`config.mk`:
```
export PLATFORM = sky130hd
export DESIGN_NAME = dmem_lsu_flat
export DESIGN_NICKNAME = d
export VERILOG_FILES = /design/src/rtl/dmem_lsu_if.sv /design/src/rtl/dmem_lsu.sv /design/src/flat_wrapper.sv
export SDC_FILE = /design/constraint.sdc
export NUM_CORES = 2
export LEC_CHECK = 0
export BUFFER_PORTS_ARGS = -buffer_cell sky130_fd_sc_hd__clkbuf_2
export CAP_MARGIN = 20
export CORE_UTILIZATION = 40
export CTS_BUF_LIST = sky130_fd_sc_hd__clkbuf_2 sky130_fd_sc_hd__clkbuf_4 sky130_fd_sc_hd__clkbuf_8
export DETAILED_ROUTE_END_ITERATION = 7
export SETUP_SLACK_MARGIN = 0.02
export SLEW_MARGIN = 20
export SYNTH_ARGS = -nofsm -noshare
export SYNTH_HDL_FRONTEND = slang
export SYNTH_SLANG_ARGS = --single-unit
```
`constraint.sdc`:
```
create_clock -name clk -period 10.5 [get_ports clk]
set_input_delay 1.05 -clock clk [delete_from_list [all_inputs] [get_ports clk]]
set_output_delay 1.05 -clock clk [all_outputs]
set_load 0.01 [all_outputs]
```
`src/rtl/dmem_lsu_if.sv`:
```
// dmem_lsu_if: request/response bundle between the core's data port and dmem_lsu.
//   master (core side): drives req_valid, req_we, req_size, req_unsigned,
//                       req_addr, req_wdata, resp_ready
//   slave  (memory)   : drives req_ready, resp_valid, resp_rdata, resp_err
interface dmem_lsu_if;
    logic        req_valid;
    logic        req_ready;
    logic        req_we;
    logic [1:0]  req_size;
    logic        req_unsigned;
    logic [31:0] req_addr;
    logic [31:0] req_wdata;
    logic        resp_valid;
    logic        resp_ready;
    logic [31:0] resp_rdata;
    logic        resp_err;

    modport master (
        output req_valid, req_we, req_size, req_unsigned, req_addr, req_wdata, resp_ready,
        input  req_ready, resp_valid, resp_rdata, resp_err
    );

    modport slave (
        input  req_valid, req_we, req_size, req_unsigned, req_addr, req_wdata, resp_ready,
        output req_ready, resp_valid, resp_rdata, resp_err
    );
endinterface

```
`src/rtl/dmem_lsu.sv`:
```
// dmem_lsu: DEPTH x 32-bit little-endian data memory with a load/store unit.
// Byte/half/word stores and signed/unsigned loads, misalignment detection,
// and a configurable read latency behind valid/ready handshakes.
//   clk   : rising-edge clock
//   reset : synchronous, active-high
//   bus   : dmem_lsu_if.slave (request and response channels)
//
// state | meaning
// ------+-------------------------------------------------------------
// IDLE  | req_ready=1, waiting for a request
// WAIT  | request accepted, latency down-counter running
// RESP  | resp_valid=1, outputs held until resp_ready
module dmem_lsu #(
    parameter int DEPTH   = 64,
    parameter int LATENCY = 1
) (
    input  logic      clk,
    input  logic      reset,
    dmem_lsu_if.slave bus
);
    localparam int AW = $clog2(DEPTH);
    localparam int CW = (LATENCY > 1) ? $clog2(LATENCY) : 1;

    typedef enum logic [1:0] {IDLE, WAIT, RESP} state_t;

    state_t        state_q, state_d;
    logic [CW-1:0] cnt_q, cnt_d;
    logic          accept;

    logic [31:0]   mem [DEPTH];

    logic [AW-1:0] idx;
    logic [1:0]    lane;
    logic          unused_addr;
    logic          req_err;
    logic [3:0]    wr_be;
    logic [31:0]   wr_data;
    logic [31:0]   rd_word;
    logic [7:0]    rd_byte;
    logic [15:0]   rd_half;
    logic          sext;
    logic [31:0]   ld_data;
    logic [31:0]   result_d;

    // Result captured at accept, presented only once RESP is entered so the
    // visible outputs stay 0 through WAIT.
    logic [31:0]   pend_rdata_q;
    logic          pend_err_q;
    logic [31:0]   rdata_q;
    logic          err_q;

    // Upper address bits alias; folded here only to mark them intentionally unused.
    assign unused_addr = ^bus.req_addr[31:AW+2];
    assign idx         = bus.req_addr[AW+1:2];
    assign lane        = bus.req_addr[1:0];

    always_comb begin
        req_err  = 1'b0;
        wr_be    = 4'b0000;
        wr_data  = bus.req_wdata;
        rd_word  = mem[idx];
        rd_byte  = rd_word[{lane, 3'b000} +: 8];
        rd_half  = lane[1] ? rd_word[31:16] : rd_word[15:0];
        sext     = ~bus.req_unsigned;
        ld_data  = '0;
        case (bus.req_size)
            2'b00: begin
                wr_be   = 4'b0001 << lane;
                wr_data = {4{bus.req_wdata[7:0]}};
                ld_data = {{24{sext & rd_byte[7]}}, rd_byte};
            end
            2'b01: begin
                req_err = lane[0];
                wr_be   = lane[1] ? 4'b1100 : 4'b0011;
                wr_data = {2{bus.req_wdata[15:0]}};
                ld_data = {{16{sext & rd_half[15]}}, rd_half};
            end
            2'b10: begin
                req_err = (lane != 2'b00);
                wr_be   = 4'b1111;
                ld_data = rd_word;
            end
            default: req_err = 1'b1;
        endcase
        result_d = (req_err || bus.req_we) ? 32'h0 : ld_data;
    end

    always_comb begin
        state_d        = state_q;
        cnt_d          = cnt_q;
        accept         = 1'b0;
        bus.req_ready  = 1'b0;
        bus.resp_valid = 1'b0;
        case (state_q)
            IDLE: begin
                bus.req_ready = 1'b1;
                if (bus.req_valid) begin
                    accept = 1'b1;
                    if (LATENCY == 1) begin
                        state_d = RESP;
                    end else begin
                        state_d = WAIT;
                        cnt_d   = CW'(LATENCY - 1);
                    end
                end
            end
            WAIT: begin
                if (cnt_q == CW'(1)) begin
                    state_d = RESP;
                    cnt_d   = '0;
                end else begin
                    cnt_d = cnt_q - CW'(1);
                end
            end
            RESP: begin
                bus.resp_valid = 1'b1;
                if (bus.resp_ready) state_d = IDLE;
            end
            default: state_d = IDLE;
        endcase
    end

    always_ff @(posedge clk) begin
        if (reset) begin
            state_q      <= IDLE;
            cnt_q        <= '0;
            pend_rdata_q <= '0;
            pend_err_q   <= 1'b0;
            rdata_q      <= '0;
            err_q        <= 1'b0;
        end else begin
            state_q <= state_d;
            cnt_q   <= cnt_d;
            if (accept) begin
                pend_rdata_q <= result_d;
                pend_err_q   <= req_err;
            end
            if (state_q == RESP && state_d == IDLE) begin
                rdata_q <= '0;
                err_q   <= 1'b0;
            end else if (state_q == IDLE && state_d == RESP) begin
                rdata_q <= result_d;
                err_q   <= req_err;
            end else if (state_q == WAIT && state_d == RESP) begin
                rdata_q <= pend_rdata_q;
                err_q   <= pend_err_q;
            end
        end
    end

    // Array is deliberately not reset; a reset on the accept edge blocks the write.
    always_ff @(posedge clk) begin
        if (!reset && accept && bus.req_we && !req_err) begin
            for (int k = 0; k < 4; k++) begin
                if (wr_be[k]) mem[idx][8*k +: 8] <= wr_data[8*k +: 8];
            end
        end
    end

    assign bus.resp_rdata = rdata_q;
    assign bus.resp_err   = err_q;
endmodule

```
`src/flat_wrapper.sv`:
```
// flat-port wrapper written by rule: the top's interface ports become plain ports
module dmem_lsu_flat 
#(
    parameter int DEPTH   = 64,
    parameter int LATENCY = 1
)
  (clk, reset, bus_req_valid, bus_req_we, bus_req_size, bus_req_unsigned, bus_req_addr, bus_req_wdata, bus_resp_ready, bus_req_ready, bus_resp_valid, bus_resp_rdata, bus_resp_err);
  dmem_lsu_if bus_i ();
  input  logic clk;
  input  logic reset;
  input wire logic [$bits(bus_i.req_valid)-1:0] bus_req_valid;
  input wire logic [$bits(bus_i.req_we)-1:0] bus_req_we;
  input wire logic [$bits(bus_i.req_size)-1:0] bus_req_size;
  input wire logic [$bits(bus_i.req_unsigned)-1:0] bus_req_unsigned;
  input wire logic [$bits(bus_i.req_addr)-1:0] bus_req_addr;
  input wire logic [$bits(bus_i.req_wdata)-1:0] bus_req_wdata;
  input wire logic [$bits(bus_i.resp_ready)-1:0] bus_resp_ready;
  output wire logic [$bits(bus_i.req_ready)-1:0] bus_req_ready;
  output wire logic [$bits(bus_i.resp_valid)-1:0] bus_resp_valid;
  output wire logic [$bits(bus_i.resp_rdata)-1:0] bus_resp_rdata;
  output wire logic [$bits(bus_i.resp_err)-1:0] bus_resp_err;
  assign bus_i.req_valid = bus_req_valid;
  assign bus_i.req_we = bus_req_we;
  assign bus_i.req_size = bus_req_size;
  assign bus_i.req_unsigned = bus_req_unsigned;
  assign bus_i.req_addr = bus_req_addr;
  assign bus_i.req_wdata = bus_req_wdata;
  assign bus_i.resp_ready = bus_resp_ready;
  assign bus_req_ready = bus_i.req_ready;
  assign bus_resp_valid = bus_i.resp_valid;
  assign bus_resp_rdata = bus_i.resp_rdata;
  assign bus_resp_err = bus_i.resp_err;
  dmem_lsu #(.DEPTH(DEPTH), .LATENCY(LATENCY)) u_core (.clk(clk), .reset(reset), .bus(bus_i));
endmodule
```
==> impl_metrics.toml <==
[setup_path]
worst_path_largest_cell_delay_ns = 0.95
worst-r2r-setup-slack_ns = 6.63
timing.critical_path.mode_cell = "sky130_fd_sc_hd__buf_4"
critical_path.reg2reg.endpoint = "u_core.pend_rdata_q[25]"
setup.worst_path.start_class = "input port"
worst_setup_path_end_kind = "flop"
critPathSlowestCell = "sky130_fd_sc_hd__nor4_2"
worst_r2r_path_depth = 9
worstPathCellList = "buf_8 > buf_4 > buf_4 > nand2b_1 > buf_4 > o22a_1 > o21ai_0 > a211o_1 > nor4_2 > a22oi_1 > a221oi_1 > a221oi_1"
worst_ep_required_time_ns = 11.34
critical_path_class = "in -> reg"
arrival_ns = 6.34
reg2reg_start = "u_core.mem[20][23]"
worstPathMaxFanout = 45
critPathCapture = "u_core.pend_rdata_q[9]"
worst_setup_path_startpoint = "bus_req_addr[2]"

[sta]
timing_worst_slew_pin_value_ns = 1.20
final_period_minus_worst_setup_slack_ns = 5.50
timing.clock.skew_ns = 0.0736
slew-limit-headroom_pct = 19.7
finalSetupViolations = 0
hold_ws_ns = 0.362
fin_crit_sh_pct = 52.3
hold_viol_final = 0
totalNegativeSetupSlack_ns = 0
maxClockFrequency_ghz = 0.182
rsz0062_at_grt = "false"
post-route-worst-setup-slack_ns = 5.00
final_max_slew_viol_count = 0

[place]
gp_congestion = 0.903
placement.io_buffers = 82
dp_hpwl_um = 169000
post-place-cells = 7551
worst_setup_slack_post_dpl_ns = 4.21

[power]
power.density_cell_area_nw_per_um2 = 186
ir_drop_mv = 0.112
leakage_nw = 29.6

[cts]
cts_tree = "done"
worst_setup_hold_path_clk_slew_ns = 0.06
number_of_clock_buffers_inserted_by_tritoncts = 357
cts_resized = 0
post_cts_setup_repair_buffer_count = 0
cts.path.max_buffers = 4
htree_levels = 5
holdBufCountCts = 0
master_cell_of_the_clock_root_buffer = "sky130_fd_sc_hd__clkbuf_8"
cts.sinks = 2117
clock_latency_ns = 1.08

[logic_synthesis]
synth_top_area_share_pct = 73.6
number_of_synthesized_flops_with_an_enable_pin = 2048
synth_top_flop_cell = "sky130_fd_sc_hd__edfxtp_1"
main_area_contributors_after_synthesis = "sky130_fd_sc_hd__edfxtp_1 74%, sky130_fd_sc_hd__mux4_2 3.3%, sky130_fd_sc_hd__mux2i_1 2.8%"
yosys.area.top_type = "sky130_fd_sc_hd__edfxtp_1"
synth-seq-area-share_pct = 75.3
total_of_warnings_raised_by_yosys = 0
yosysUniqueCellTypes = 89
synthCells = 4893
async_flop_share_pct = 0
syn_area_um2 = 83500
syn-num-nets = 4965
ys_ff_latch = 2117
synth_area_per_cell_um2 = 17.1

[drt]
via_count = 50664
first_iter_violations = 7743
wirelength_um = 283000
drt_pre_antenna_iters = 8
drt.antenna.violating_nets = 0
avgViaCountPerCell = 6.19
final_routed_wire_length_divided_by_cell_count_um = 34.5
drcViolationCount = 0

[layout]
mostFrequentLayoutCells = "2048 x sky130_fd_sc_hd__edfxtp_1, 374 x sky130_fd_sc_hd__clkbuf_8, 335 x sky130_fd_sc_hd__nor2_1, 247 x sky130_fd_sc_hd__nand2_1, 236 x sky130_fd_sc_hd__mux2i_1"
nets = 5195
final_layout_size_suffix_gt1_share_pct = 20.7
layoutNonFillerInstCount = 8186
area.growth.synth_to_final_pct = 12.0
final_core_utilization_pct = 45.1
layout_commonest_cell = "sky130_fd_sc_hd__edfxtp_1"

[die]
die_w_um = 459
dieHeight_um = 459
design.portCount = 107
die_outline_area_um2 = 211000
placement_rows = 167
start_util_pct = 40.3
core_area_um2 = 207000

[global_routing]
first_global_vias = 48075
wire_length_of_the_first_global_routing_pass_um = 386000
grt_antenna_before_repair = 20
overflow = 0
grt_max_degree = 98
globalRouteTotalUtil_pct = 26.3

[job]
max_cap_violations = 0

[status]
status = "finished clean"

[min_path]
hold_path.startpoint = "bus_resp_ready"
hp-class = "in -> reg"
## logic make-up (layout without fill, tap and decap cells)
logic type | Yosys count | after routing | synth area share, %
simple gates | 837 | 837 | 4.70
buf+inv | 358 | 849 | 2.43
other cells | 0 | 14 | 0
flops | 2117 | 2117 | 75.3
mux | 505 | 505 | 8.12
xor+xnor | 1 | 1 | 0.0105
compound gates | 1075 | 1075 | 9.48
## power breakdown
| part | total, mW | internal, mW | switching (mW) | leakage [nW] |
|---|---|---|---|---|
| registers | 9.33 | 9.33 | 0.00684 | 19.0 |
| clock network | 7.00 | 3.71 | 3.30 | 3.51 |
| logic | 1.11 | 0.282 | 0.826 | 7.15 |
| total | 17.4 | 13.3 | 4.13 | 29.6 |
## worst max-delay path, delay by kind of cell
family / cells / cell delay [ns]
AND/OR/NAND/NOR: 2 / 1.62
buffers and inverters: 4 / 1.82
AO/OA/AOI/OAI: 6 / 1.61
## synthesized netlist by cell type (10+ instances only)
library cell,n
sky130_fd_sc_hd__a211oi_1,28
sky130_fd_sc_hd__a21oi_1,152
sky130_fd_sc_hd__a221o_1,44
sky130_fd_sc_hd__a221oi_1,138
sky130_fd_sc_hd__a222oi_1,14
sky130_fd_sc_hd__a22o_1,80
sky130_fd_sc_hd__a22oi_1,233
sky130_fd_sc_hd__a31o_2,10
sky130_fd_sc_hd__a31oi_1,59
sky130_fd_sc_hd__a41oi_1,10
sky130_fd_sc_hd__and2_1,13
sky130_fd_sc_hd__and3_1,19
sky130_fd_sc_hd__and3b_1,13
sky130_fd_sc_hd__buf_1,24
sky130_fd_sc_hd__buf_2,110
sky130_fd_sc_hd__buf_4,50
sky130_fd_sc_hd__buf_6,45
sky130_fd_sc_hd__clkbuf_1,121
sky130_fd_sc_hd__dfxtp_1,69
sky130_fd_sc_hd__edfxtp_1,2048
sky130_fd_sc_hd__mux2_2,138
sky130_fd_sc_hd__mux2i_1,236
sky130_fd_sc_hd__mux4_2,123
sky130_fd_sc_hd__nand2_1,248
sky130_fd_sc_hd__nand2b_1,23
sky130_fd_sc_hd__nand3_1,33
sky130_fd_sc_hd__nand3b_1,15
sky130_fd_sc_hd__nand4_1,14
sky130_fd_sc_hd__nor2_1,348
sky130_fd_sc_hd__nor2b_1,14
sky130_fd_sc_hd__nor3_1,21
sky130_fd_sc_hd__nor4_1,11
sky130_fd_sc_hd__o211ai_1,12
sky130_fd_sc_hd__o21ai_0,77
sky130_fd_sc_hd__o21ai_1,12
sky130_fd_sc_hd__o22a_1,20
sky130_fd_sc_hd__o22ai_1,73
sky130_fd_sc_hd__o2bb2ai_1,31
sky130_fd_sc_hd__o31ai_1,16
## worst min-delay path by stage
stage,cells after the start,end,slack (ns)
5_1_grt,3,u_core.state_q[1],0.35
4_1_cts,3,u_core.state_q[1],0.30
2_1_floorplan,2,u_core.pend_err_q,0.44
3_3_place_gp,2,u_core.pend_err_q,0.45
6_report,3,u_core.state_q[1],0.36
3_5_place_dp,2,u_core.pend_rdata_q[5],0.45
## flip-flops by register name, summed over array words and instances, names as in the netlist
register / flops
u_core.bus.resp_rdata: 32
u_core.mem: 2048
u_core.pend_err_q: 1
u_core.bus.resp_err: 1
u_core.state_q: 2
u_core.pend_rdata_q: 32
u_core.cnt_q: 1
## layer usage
metal,track usage (%),routed length [um]
met5,0,317
met4,14.5,17200
met3,7.93,33700
met2,38.9,125000
met1,34.7,106000
## final cells by class
class                   count  area, um^2
clock inverters           131         586
inverters                   6        30.0
well taps                2788        3490
multi-input cells        2418       19000
fillers                 18129      114000
repair buffers            223        1570
clock buffers             489        6010
flip-flops and latches   2117       62900
diodes                     14        35.0
## stage by stage
stage          cell area (um^2)  power, mW
3_5_place_dp              86900       10.6
3_3_place_gp              86900       10.6
6_report                  93600       17.4
4_1_cts                   93500       17.4
5_1_grt                   93600       17.9
2_1_floorplan             83500       10.1
Power figures use the tool's default switching activity.
